### config.mk
export PLATFORM = sky130hd
export DESIGN_NAME = vga_sync_decoder
export DESIGN_NICKNAME = d
export VERILOG_FILES = /design/src/rtl/vga_sync_decoder.sv
export SDC_FILE = /design/constraint.sdc
export NUM_CORES = 1
export LEC_CHECK = 0
export CORE_UTILIZATION = 40
export DETAILED_ROUTE_END_ITERATION = 10
export GPL_TIMING_DRIVEN = 0
export MAX_ROUTING_LAYER = met4
export PLACE_DENSITY = 0.7
export SYNTH_ARGS = -nofsm -noshare
export SYNTH_HDL_FRONTEND = slang
export SYNTH_SLANG_ARGS = --single-unit
export TNS_END_PERCENT = 20
### constraint.sdc
create_clock -name i_clk -period 4.3 [get_ports i_clk]
set_input_delay 1.075 -clock i_clk [delete_from_list [all_inputs] [get_ports i_clk]]
set_output_delay 1.075 -clock i_clk [all_outputs]
set_load 0.05 [all_outputs]
### src/rtl/vga_sync_decoder.sv
// vga_sync_decoder: recovers pixel position, active flag and lock
// state from an incoming HS/VS sync pair on the pixel clock.
module vga_sync_decoder #(
  parameter int H_ACTIVE = 640,
  parameter int H_FP     = 16,
  parameter int H_SYNC   = 96,
  parameter int H_BP     = 48,
  parameter int V_ACTIVE = 480,
  parameter int V_FP     = 10,
  parameter int V_SYNC   = 2,
  parameter int V_BP     = 33,
  parameter bit SYNC_ACTIVE_LOW = 1'b1
) (
  input  logic       i_clk,
  input  logic       i_reset_n,
  input  logic       i_hs,
  input  logic       i_vs,
  output logic [9:0] o_px,
  output logic [9:0] o_py,
  output logic       o_activeArea,
  output logic       o_locked,
  output logic       o_frameStart,
  output logic [7:0] o_errCount
);

  localparam int H_TOTAL = H_ACTIVE + H_FP + H_SYNC + H_BP;
  localparam int V_TOTAL = V_ACTIVE + V_FP + V_SYNC + V_BP;

  localparam logic [10:0] CNT_MAX = 11'h7ff;
  localparam logic [10:0] H_LAST  = 11'(H_TOTAL - 1);
  localparam logic [10:0] V_LAST  = 11'(V_TOTAL - 1);
  localparam logic [10:0] H_LO    = 11'(H_SYNC + H_BP);
  localparam logic [10:0] H_HI    = 11'(H_SYNC + H_BP + H_ACTIVE);
  localparam logic [10:0] V_LO    = 11'(V_SYNC + V_BP);
  localparam logic [10:0] V_HI    = 11'(V_SYNC + V_BP + V_ACTIVE);

  typedef enum logic [1:0] {
    UNLOCKED = 2'd0,
    ACQUIRE  = 2'd1,
    LOCKED   = 2'd2
  } state_t;

  state_t      state;
  state_t      next_state;
  logic        hs;
  logic        vs;
  logic        r_hs;
  logic        r_vs;
  logic        hs_start;
  logic        vs_start;
  logic        vpend;
  logic        vreset;
  logic        line_bad;
  logic        frame_bad;
  logic        h_sat;
  logic        err_inc;
  logic        in_win;
  logic [10:0] hcnt;
  logic [10:0] vcnt;
  logic [9:0]  px_w;
  logic [9:0]  py_w;

  assign hs       = i_hs ^ SYNC_ACTIVE_LOW;
  assign vs       = i_vs ^ SYNC_ACTIVE_LOW;
  assign hs_start = hs & ~r_hs;
  assign vs_start = vs & ~r_vs;

  // a vs edge only takes effect on a line boundary
  assign vreset    = hs_start & (vpend | vs_start);
  assign line_bad  = hs_start & (hcnt != H_LAST);
  assign frame_bad = vreset & (vcnt != V_LAST);
  assign h_sat     = (hcnt == CNT_MAX);

  always_ff @(posedge i_clk or negedge i_reset_n) begin
    if (!i_reset_n) begin
      r_hs  <= 1'b0;
      r_vs  <= 1'b0;
      hcnt  <= CNT_MAX;
      vcnt  <= CNT_MAX;
      vpend <= 1'b0;
    end else begin
      r_hs <= hs;
      r_vs <= vs;
      if (hs_start) begin
        hcnt <= '0;
      end else if (!h_sat) begin
        hcnt <= hcnt + 11'd1;
      end
      if (vreset) begin
        vcnt  <= '0;
        vpend <= 1'b0;
      end else begin
        if (vs_start) begin
          vpend <= 1'b1;
        end
        if (hs_start && vcnt != CNT_MAX) begin
          vcnt <= vcnt + 11'd1;
        end
      end
    end
  end

  // the vreset leaving UNLOCKED is not line-checked
  always_comb begin
    next_state = state;
    err_inc    = 1'b0;
    unique case (state)
      UNLOCKED: begin
        if (vreset) begin
          next_state = ACQUIRE;
        end
      end
      ACQUIRE: begin
        if (line_bad || h_sat) begin
          next_state = UNLOCKED;
        end else if (vreset && !frame_bad) begin
          next_state = LOCKED;
        end
      end
      LOCKED: begin
        if (line_bad || frame_bad || h_sat) begin
          next_state = UNLOCKED;
          err_inc    = 1'b1;
        end
      end
      default: next_state = UNLOCKED;
    endcase
  end

  assign px_w   = hcnt[9:0] - H_LO[9:0];
  assign py_w   = vcnt[9:0] - V_LO[9:0];
  assign in_win = (hcnt >= H_LO) && (hcnt < H_HI) &&
                  (vcnt >= V_LO) && (vcnt < V_HI) &&
                  (state == LOCKED);

  always_ff @(posedge i_clk or negedge i_reset_n) begin
    if (!i_reset_n) begin
      state        <= UNLOCKED;
      o_px         <= '0;
      o_py         <= '0;
      o_activeArea <= 1'b0;
      o_locked     <= 1'b0;
      o_frameStart <= 1'b0;
      o_errCount   <= '0;
    end else begin
      state        <= next_state;
      o_activeArea <= in_win;
      o_px         <= in_win ? px_w : '0;
      o_py         <= in_win ? py_w : '0;
      o_locked     <= (state == LOCKED);
      o_frameStart <= vreset && (next_state == LOCKED);
      if (err_inc && o_errCount != 8'hff) begin
        o_errCount <= o_errCount + 8'd1;
      end
    end
  end

endmodule

Word-level counts from Yosys, hierarchy flattened --
Cells that the tools add are included.
Storage, ports and cells: bits in registers 58, output and inout bits 31, word-level logic and storage cells 70
Operators by class: add/subtract/negate cells 5, magnitude comparators 4, eq/ne operators 9, mux-type cells 15, bitwise logic cells 10, reduce and logical (&&, ||, !) cells 15
Operators with widths (count):
- $mux 11 | 4
- $add 11x1->11 const B | 2
- $lt 11x10->1 const B | 2
- $ne 11x10->1 const B | 2
- $mux 10 | 2
- $eq 11x11->1 const B | 1
- $ge 11x6->1 const B | 1
- $ge 11x8->1 const B | 1
- $ne 11x11->1 const B | 1
- $sub 10x6->10 const B | 1
- $sub 10x8->10 const B | 1
- $add 8x1->8 const B | 1
- $logic_and 1x1->1 | 8
- $mux 2 | 4
- $ne 8x8->1 const B | 1
- $pmux 2 s3 | 1
- $and 1x1->1 | 5
- $eq 2x2->1 const B | 2
- $mux 1 | 4
- $not 1->1 | 4
- $reduce_bool 2->1 | 2
- $logic_or 1x1->1 | 3
- $eq 2x1->1 const B | 1
- $logic_not 2->1 | 1
- other kinds (3) | 3

Depth between registers and ports, before layout --
word-level depth 12, mapped depth 8, mapped depth without buffers 7

Least setup slack after synthesis --
Ideal clock, no wire load.
path kind input-to-reg, start in i_vs, end reg o_errCount[1], data arrival time 2232 ps, required time 4172 ps, path slack 1940 ps, cell stages on the path 5, path through o21bai_1 > nand2_1 > nor3b_4 > nor2_2 > mux2_1
On the way: word-level cells in the longest chain between the ends 10
RTL lines:
- start: declaration | line 17 | input logic i_vs,
- $not 1->1 (no line)
- $and 1x1->1 | line 66 | assign vs_start = vs & ~r_vs;
- $or 1x1->1 | line 69 | assign vreset = hs_start & (vpend | vs_start);
- $and 1x1->1 | line 69
- $and 1x1->1 | line 71 | assign frame_bad = vreset & (vcnt != V_LAST);
- $logic_or 1x1->1 (2 in series) | line 121 | if (line_bad || frame_bad || h_sat) begin
- $mux 1 | line 121
- $mux 1 | line 107 | unique case (state)
- $logic_and 1x1->1 | line 152 | if (err_inc && o_errCount != 8'hff) begin
- end signal: assignment | line 153 | o_errCount <= o_errCount + 8'd1;
- end: declaration | line 23 | output logic [7:0] o_errCount
Every way passes these cells. A chain may end at the register's enable or synchronous reset.

Worst setup path after layout --
Ends and elaborated chain as after synthesis.

==> flow_summary.json <==
{
  "status": "completed",
  "clk_pin_slew_ns": 0.06,
  "max_cap_violations": 0,
  "die_h_um": 86.9,
  "setup_viol": 0,
  "finalWorstSetupSlack_ns": 1.58,
  "overflow": 0,
  "antenna_found_initial": 0,
  "synth_nets": 290,
  "n_antenna_cell": 0,
  "pre_cts_ws_ns": 1.22,
  "drt_iter0_markers": 157,
  "cts_buffer_depth": 2,
  "p_clk_frac": 0.368,
  "rsz0062_at_grt": "no",
  "critPathMaxFanout": 7,
  "drive_above_1_share": 0.176,
  "insertion_delay_ns": 0.33,
  "place_hpwl_um": 3900,
  "fp-row-count": 30,
  "synth_area_um2": 2880,
  "area_growth_pct": 22.2,
  "initial_core_util": 0.420,
  "drc_errors": 0,
  "port_buffers": 34,
  "p_int_w": 0.000851,
  "synth_top_family_by_area": "simple AND/OR/NAND/NOR gates",
  "drt_wl_total_um": 5440,
  "worstMarginPinSlew_ns": 0.640,
  "synth_fa_ha_area_frac": 0.0347,
  "slew_violations": 0,
  "stdcell_area_um2": 3520,
  "hold_violations": 0,
  "synthMuxAreaShare": 0.00390,
  "leakagePower_nw": 1.58,
  "yosysUniqueCellTypes": 55,
  "critPathMaxStageDelay_ns": 0.43,
  "post-route-min-period_ns": 2.72,
  "grt_first_pass_wirelength_um": 9390,
  "htreeDepth": 3,
  "cts_made_buffers": 9,
  "fin_skew_ns": 0.00495,
  "seq_area_frac_synth": 0.513,
  "grt_max_degree": 32,
  "multi_input_area_um2": 1270,
  "ys.flop_type": "dfrtp_1",
  "ant_nets": 0,
  "grt_pass1_vias": 2025,
  "hold_class": "flip-flop to flip-flop",
  "synth_xor_area_frac": 0.0911,
  "synth-simple-area-share": 0.222,
  "cp.required_ns": 4.51,
  "place_congestion": 0.759,
  "postCtsSetupBuffers": 0,
  "max_slew_margin": 0.573,
  "p_switching_w": 0.000299,
  "die_w_um": 86.9,
  "drtPass1Iterations": 4,
  "stdcell_count": 425,
  "worst_setup_path_start_kind": "input port",
  "finalSetupTns_ns": 0,
  "power.density_nw_per_um2": 326,
  "synth_edf_count": 0,
  "post_cts_resize_count": 0,
  "async_flop_share": 1.00,
  "die_area_um2": 7550,
  "synth-compound-area-share": 0.0898,
  "peakVddDrop_mv": 0.131,
  "post-place-cells": 409,
  "cts_tree": "yes",
  "crit_path_end_kind": "flip-flop",
  "wl_per_cell_um": 12.8,
  "io_pins": 35,
  "path_class": "input port to flip-flop",
  "core-area_um2": 6870,
  "syn_area_per_cell_um2": 10.4,
  "dpl_cell_area_um2": 3360,
  "max_freq_mhz": 367,
  "crit_path_top_delay_cell": "clkdlybuf4s50_1",
  "syn_inst": 278,
  "seqPwrFrac": 0.530,
  "ys_ff_latch": 58,
  "via_per_inst": 4.89,
  "power.total_w": 0.00115,
  "ff2ff_setup_slack_ns": 2.08,
  "arrival_ns": 2.93,
  "clock_sinks": 58,
  "nets": 336,
  "critical_path.cell_chain": "clkdlybuf4s50_1 -> o21bai_1 -> nand2_1 -> nor3b_4 -> nor2_2 -> mux2_1",
  "cts-root-buf": "clkbuf_8",
  "fill_cells": 621,
  "fin_crit_sh": 0.633,
  "ctsHoldBuffers": 0,
  "vias": 2077,
  "comb_power_share": 0.101,
  "p_sw_frac": 0.260,
  "regArea_um2": 1480,
  "yosys_warnings": 0,
  "grtUsageTotal": 0.169
}
-- critical path: cells and delay by family --
kind	cells	cell delay, ns
compound gates	1	0.40
buf+inv	1	0.43
mux	1	0.33
simple gates	3	0.69
-- stage by stage --
step | hold slack (ns) | util
4_1_cts | 0.499 | 0.513
6_report | 0.498 | 0.513
2_1_floorplan | 0.457 | -
3_5_place_dp | 0.491 | 0.489
5_1_grt | 0.516 | 0.513
3_3_place_gp | 0.471 | 0.487
-- final timing paths --
check,from,endpoint,cells after the start
hold / removal,state[1]$_DFF_PN0_,state[0]$_DFF_PN0_,1
setup reg to reg,hcnt[5]$_DFFE_PN1P_,o_px[7]$_DFF_PN0_,8
setup / recovery,i_vs,o_errCount[1]$_DFFE_PN0P_,6
hold reg to reg,state[1]$_DFF_PN0_,state[0]$_DFF_PN0_,1
max in group asynchronous,i_reset_n,hcnt[5]$_DFFE_PN1P_,2
min in group asynchronous,i_reset_n,r_hs$_DFF_PN0_,1
-- cells by family (layout without fill, tap and decap cells) --
family | after synthesis | count (layout)
AO/OA/AOI/OAI | 35 | 35
XOR/XNOR | 30 | 30
adder cells (fa/ha/maj) | 8 | 8
buffers and inverters | 28 | 79
flip-flops | 58 | 58
multiplexers | 1 | 1
AND/OR/NAND/NOR | 118 | 118
-- layer usage --
layer | routed length, µm | global-route usage | vias up
met5 | 0 | - | -
met4 | 142 | 0.102 | 0
met3 | 188 | 0.0341 | 14
met2 | 2470 | 0.247 | 44
met1 | 2640 | 0.216 | 977
li1 | - | - | 1042
-- final cells by class --
cell class	count	area share
plain buffers	14	0.0224
clock buffers	13	0.0423
clock inverters	3	0.00426
inverters	14	0.0149
multi-input cells	192	0.362
flip-flops and latches	58	0.420
well taps	96	0.0341
repair buffers	35	0.101
-- Yosys cell counts, drive strengths merged (2+ instances only) --
cell type,number,area [µm²]
o21a,2,16.3
o2111ai,2,17.5
xnor2,21,184
buf,10,62.6
a21oi,6,30.0
clkbuf,4,16.3
a31oi,4,25.0
inv,14,52.6
o211ai,3,32.5
nand2,19,71.3
dfstp,22,578
and3,5,31.3
nor3,9,56.3
nand4,4,25.0
and4,6,52.6
nand4b,3,26.3
dfrtp,36,901
a41oi,2,25.0
nor4,3,33.8
xor2,9,78.8
ha,8,100
nor2,46,175
nand2b,2,12.5
or3,3,23.8
nand3,6,30.0
and2,5,33.8
o21ai,7,35.0
-- power groups by stage --
stage / Combinational, W / Sequential (W) / Clock (W)
after global routing: 0.000133 / 0.000612 / 0.000454
after CTS: 0.000118 / 0.000609 / 0.000432
after detailed placement: 0.000117 / 0.000617 / 0
after global placement: 0.000111 / 0.000616 / 0
after floorplan: 0.0000811 / 0.000610 / 0
final: 0.000116 / 0.000610 / 0.000423
-- flip-flops by register name, summed over array words and instances (netlist names) --
register	flops
o_frameStart	1
state	2
vpend	1
hcnt	11
o_activeArea	1
o_errCount	8
o_py	10
vcnt	11
o_px	10
o_locked	1
r_hs	1
r_vs	1
-- cells in the final DEF, fill, tap and decap left out, types with 9 or more instances in the layout --
cell type | synthesis | layout
nor2_1 | 45 | 45
dfrtp_1 | 36 | 36
buf_2 | 8 | 9
clkbuf_8 | 0 | 10
clkdlybuf4s50_1 | 0 | 33
xor2_1 | 9 | 9
inv_1 | 14 | 14
nand2_1 | 19 | 19
xnor2_1 | 21 | 21
dfstp_2 | 22 | 22
Power figures use the tool's default switching activity.
==> variant (same settings) <==
Register the output `o_errCount` once more, without a reset; this adds one clock of latency there. The other outputs are not delayed to match.
--- a/src/rtl/vga_sync_decoder.sv
+++ b/src/rtl/vga_sync_decoder.sv
@@ -39,6 +39,8 @@
     ACQUIRE  = 2'd1,
     LOCKED   = 2'd2
   } state_t;
+
+  logic [7:0] o_errCount_s0;
 
   state_t      state;
   state_t      next_state;
@@ -141,7 +143,7 @@
       o_activeArea <= 1'b0;
       o_locked     <= 1'b0;
       o_frameStart <= 1'b0;
-      o_errCount   <= '0;
+      o_errCount_s0 <= '0;
     end else begin
       state        <= next_state;
       o_activeArea <= in_win;
@@ -149,11 +151,15 @@
       o_py         <= in_win ? py_w : '0;
       o_locked     <= (state == LOCKED);
       o_frameStart <= vreset && (next_state == LOCKED);
-      if (err_inc && o_errCount != 8'hff) begin
-        o_errCount <= o_errCount + 8'd1;
+      if (err_inc && o_errCount_s0 != 8'hff) begin
+        o_errCount_s0 <= o_errCount_s0 + 8'd1;
       end
     end
   end
 
+  always_ff @(posedge i_clk) begin
+    o_errCount <= o_errCount_s0;
+  end
+
 endmodule
 
Function: same outputs for any inputs over 10 cycles, from zero or initial values and one cycle with i_reset_n low; that may be too few to reach the edited logic, so the function may still have changed.
==> variant against the original RTL <==
Total power grew 21%. Sequential cell count grew 8. First-iteration DRC count shrank 8.9%. Final area grew 5.8%. Worst setup slack improved by 0.075 ns. Worst hold slack worse by 0.060 ns. Critical path type unchanged. Synthesized area is 5.8% higher. Wire length up 4.6%.
==> variant: results <==
set metrics [dict create \
    r2r_cells 7 \
    clock_latency_ns 0.34 \
    r2r_slack_ns 2.09 \
    min_to "o_errCount[5]" \
    status "completed" \
    finalNonFillerCells 436 \
    place_ws_ns 1.322 \
    synth_cells 286 \
    slowest_delay_ns 0.53 \
    skew_ns 0.008314 \
    p_leak_uw 0.001611 \
    drt_wl_total_um 5691 \
    grt_pass1_vias 2186 \
    dpl.cell_count 420 \
    timing.critical_path.fanout_max 7 \
    worstHoldPathCells 0 \
    r2r_end "o_px[9]" \
    yosysSeqAreaShare_pct 53.73 \
    io_buffers 34 \
    grt_pass1_wl_um 10200 \
    post_cts_resized 0 \
    slowest_stage "clkdlybuf4s50_1" \
    crit_arrival_ns 2.88 \
    hold_violations 0 \
    numCtsBuffers 9 \
    yosysWarnings 0 \
    clk_path_buf_depth 2 \
    syn_nets 298 \
    hold_class "flip-flop to flip-flop" \
    fin_crit_sh_pct 61.59 \
    peakVddDrop_mv 0.2074 \
    vias 2134 \
    top_regs "hcnt: 11 flops, vcnt: 11 flops" \
    nFillCells 658 \
    grt_max_degree 40 \
    ys_types 51 \
    yosys-top-cells-area "dfrtp_1, dfstp_2, xnor2_1" \
    tightest_slew_ns 0.6236 \
    min_from "o_errCount_s0[5]" \
    r2r_start "vcnt[0]" \
    first_pass_iters 4 \
    switching_share_pct 25.55 \
    whs_ns 0.4385 \
    dp_hpwl_um 3902 \
    layout-drive-gt1-share_pct 16.91 \
    n_antenna_cell 0 \
    path_delay_family "buffers and inverters" \
    drtIter0Drc 143 \
    post_dp_cell_area_um2 3530 \
    async_reset_ff_share_pct 87.88 \
    antenna_found_initial 0 \
    gr-usage-all-layers_pct 17.47 \
    netlist_top_cells_count "nor2_1, dfrtp_1, xnor2_1" \
    final_nets 344 \
    routabilityCongestion 0.8542 \
    synth_flop_cell "dfrtp_1" \
    clock-root-buffer "clkbuf_8" \
]
variant: cell types whose count changed in the layout (fill, tap and decap cells not counted), moves of 3 or more:
cell and change:
nor2_1 +3, nand2_1 -3, buf_6 +3, dfxtp_1 +8
buf_2 -4, xnor2_1 +4
variant: worst max-delay path by stage:
stage                     startpoint               end
after floorplan                 i_hs  o_errCount_s0[1]
after global placement     i_reset_n  o_errCount_s0[5]
after detailed placement        i_hs  o_errCount_s0[1]
after CTS                       i_hs  o_errCount_s0[1]
after global routing            i_hs  o_errCount_s0[1]
final                           i_hs  o_errCount_s0[1]
variant: layer usage:
metal / wire, µm / track usage [%] / vias to the layer above
met5: 0 / - / -
met4: 76 / 6.061 / 0
met3: 289 / 5.910 / 7
met2: 2562 / 26.93 / 54
met1: 2763 / 21.45 / 1014
li1: - / - / 1059
variant: logic make-up (layout without fill, tap and decap cells):
logic type / count (synthesis) / count (layout) / share of synthesized area, %
AND/OR/NAND/NOR: 115 / 115 / 19.77
flip-flops: 66 / 66 / 53.73
XOR/XNOR: 34 / 34 / 9.762
AO/OA/AOI/OAI: 32 / 32 / 7.999
buffers and inverters: 30 / 81 / 5.086
adder cells (fa/ha/maj): 8 / 8 / 3.282
multiplexers: 1 / 1 / 0.3691
variant: power by group through the flow:
stage	clock (µW)	sequential [µW]	combinational, µW
detailed placement	0	707	164
CTS	540	696	167
global route	561	702	188
floorplan	0	698	122
finish	524	696	166
global placement	0	706	160
variant: final cells by class:
cell class	instances	area, µm²	area share (%)
flip-flops and latches	66	1639	43.96
clock buffers	13	158.9	4.262
clock inverters	3	40.04	1.074
plain buffers	14	95.09	2.550
well taps	99	123.9	3.322
inverters	16	60.06	1.611
repair buffers	35	355.3	9.530
multi-input cells	190	1256	33.69
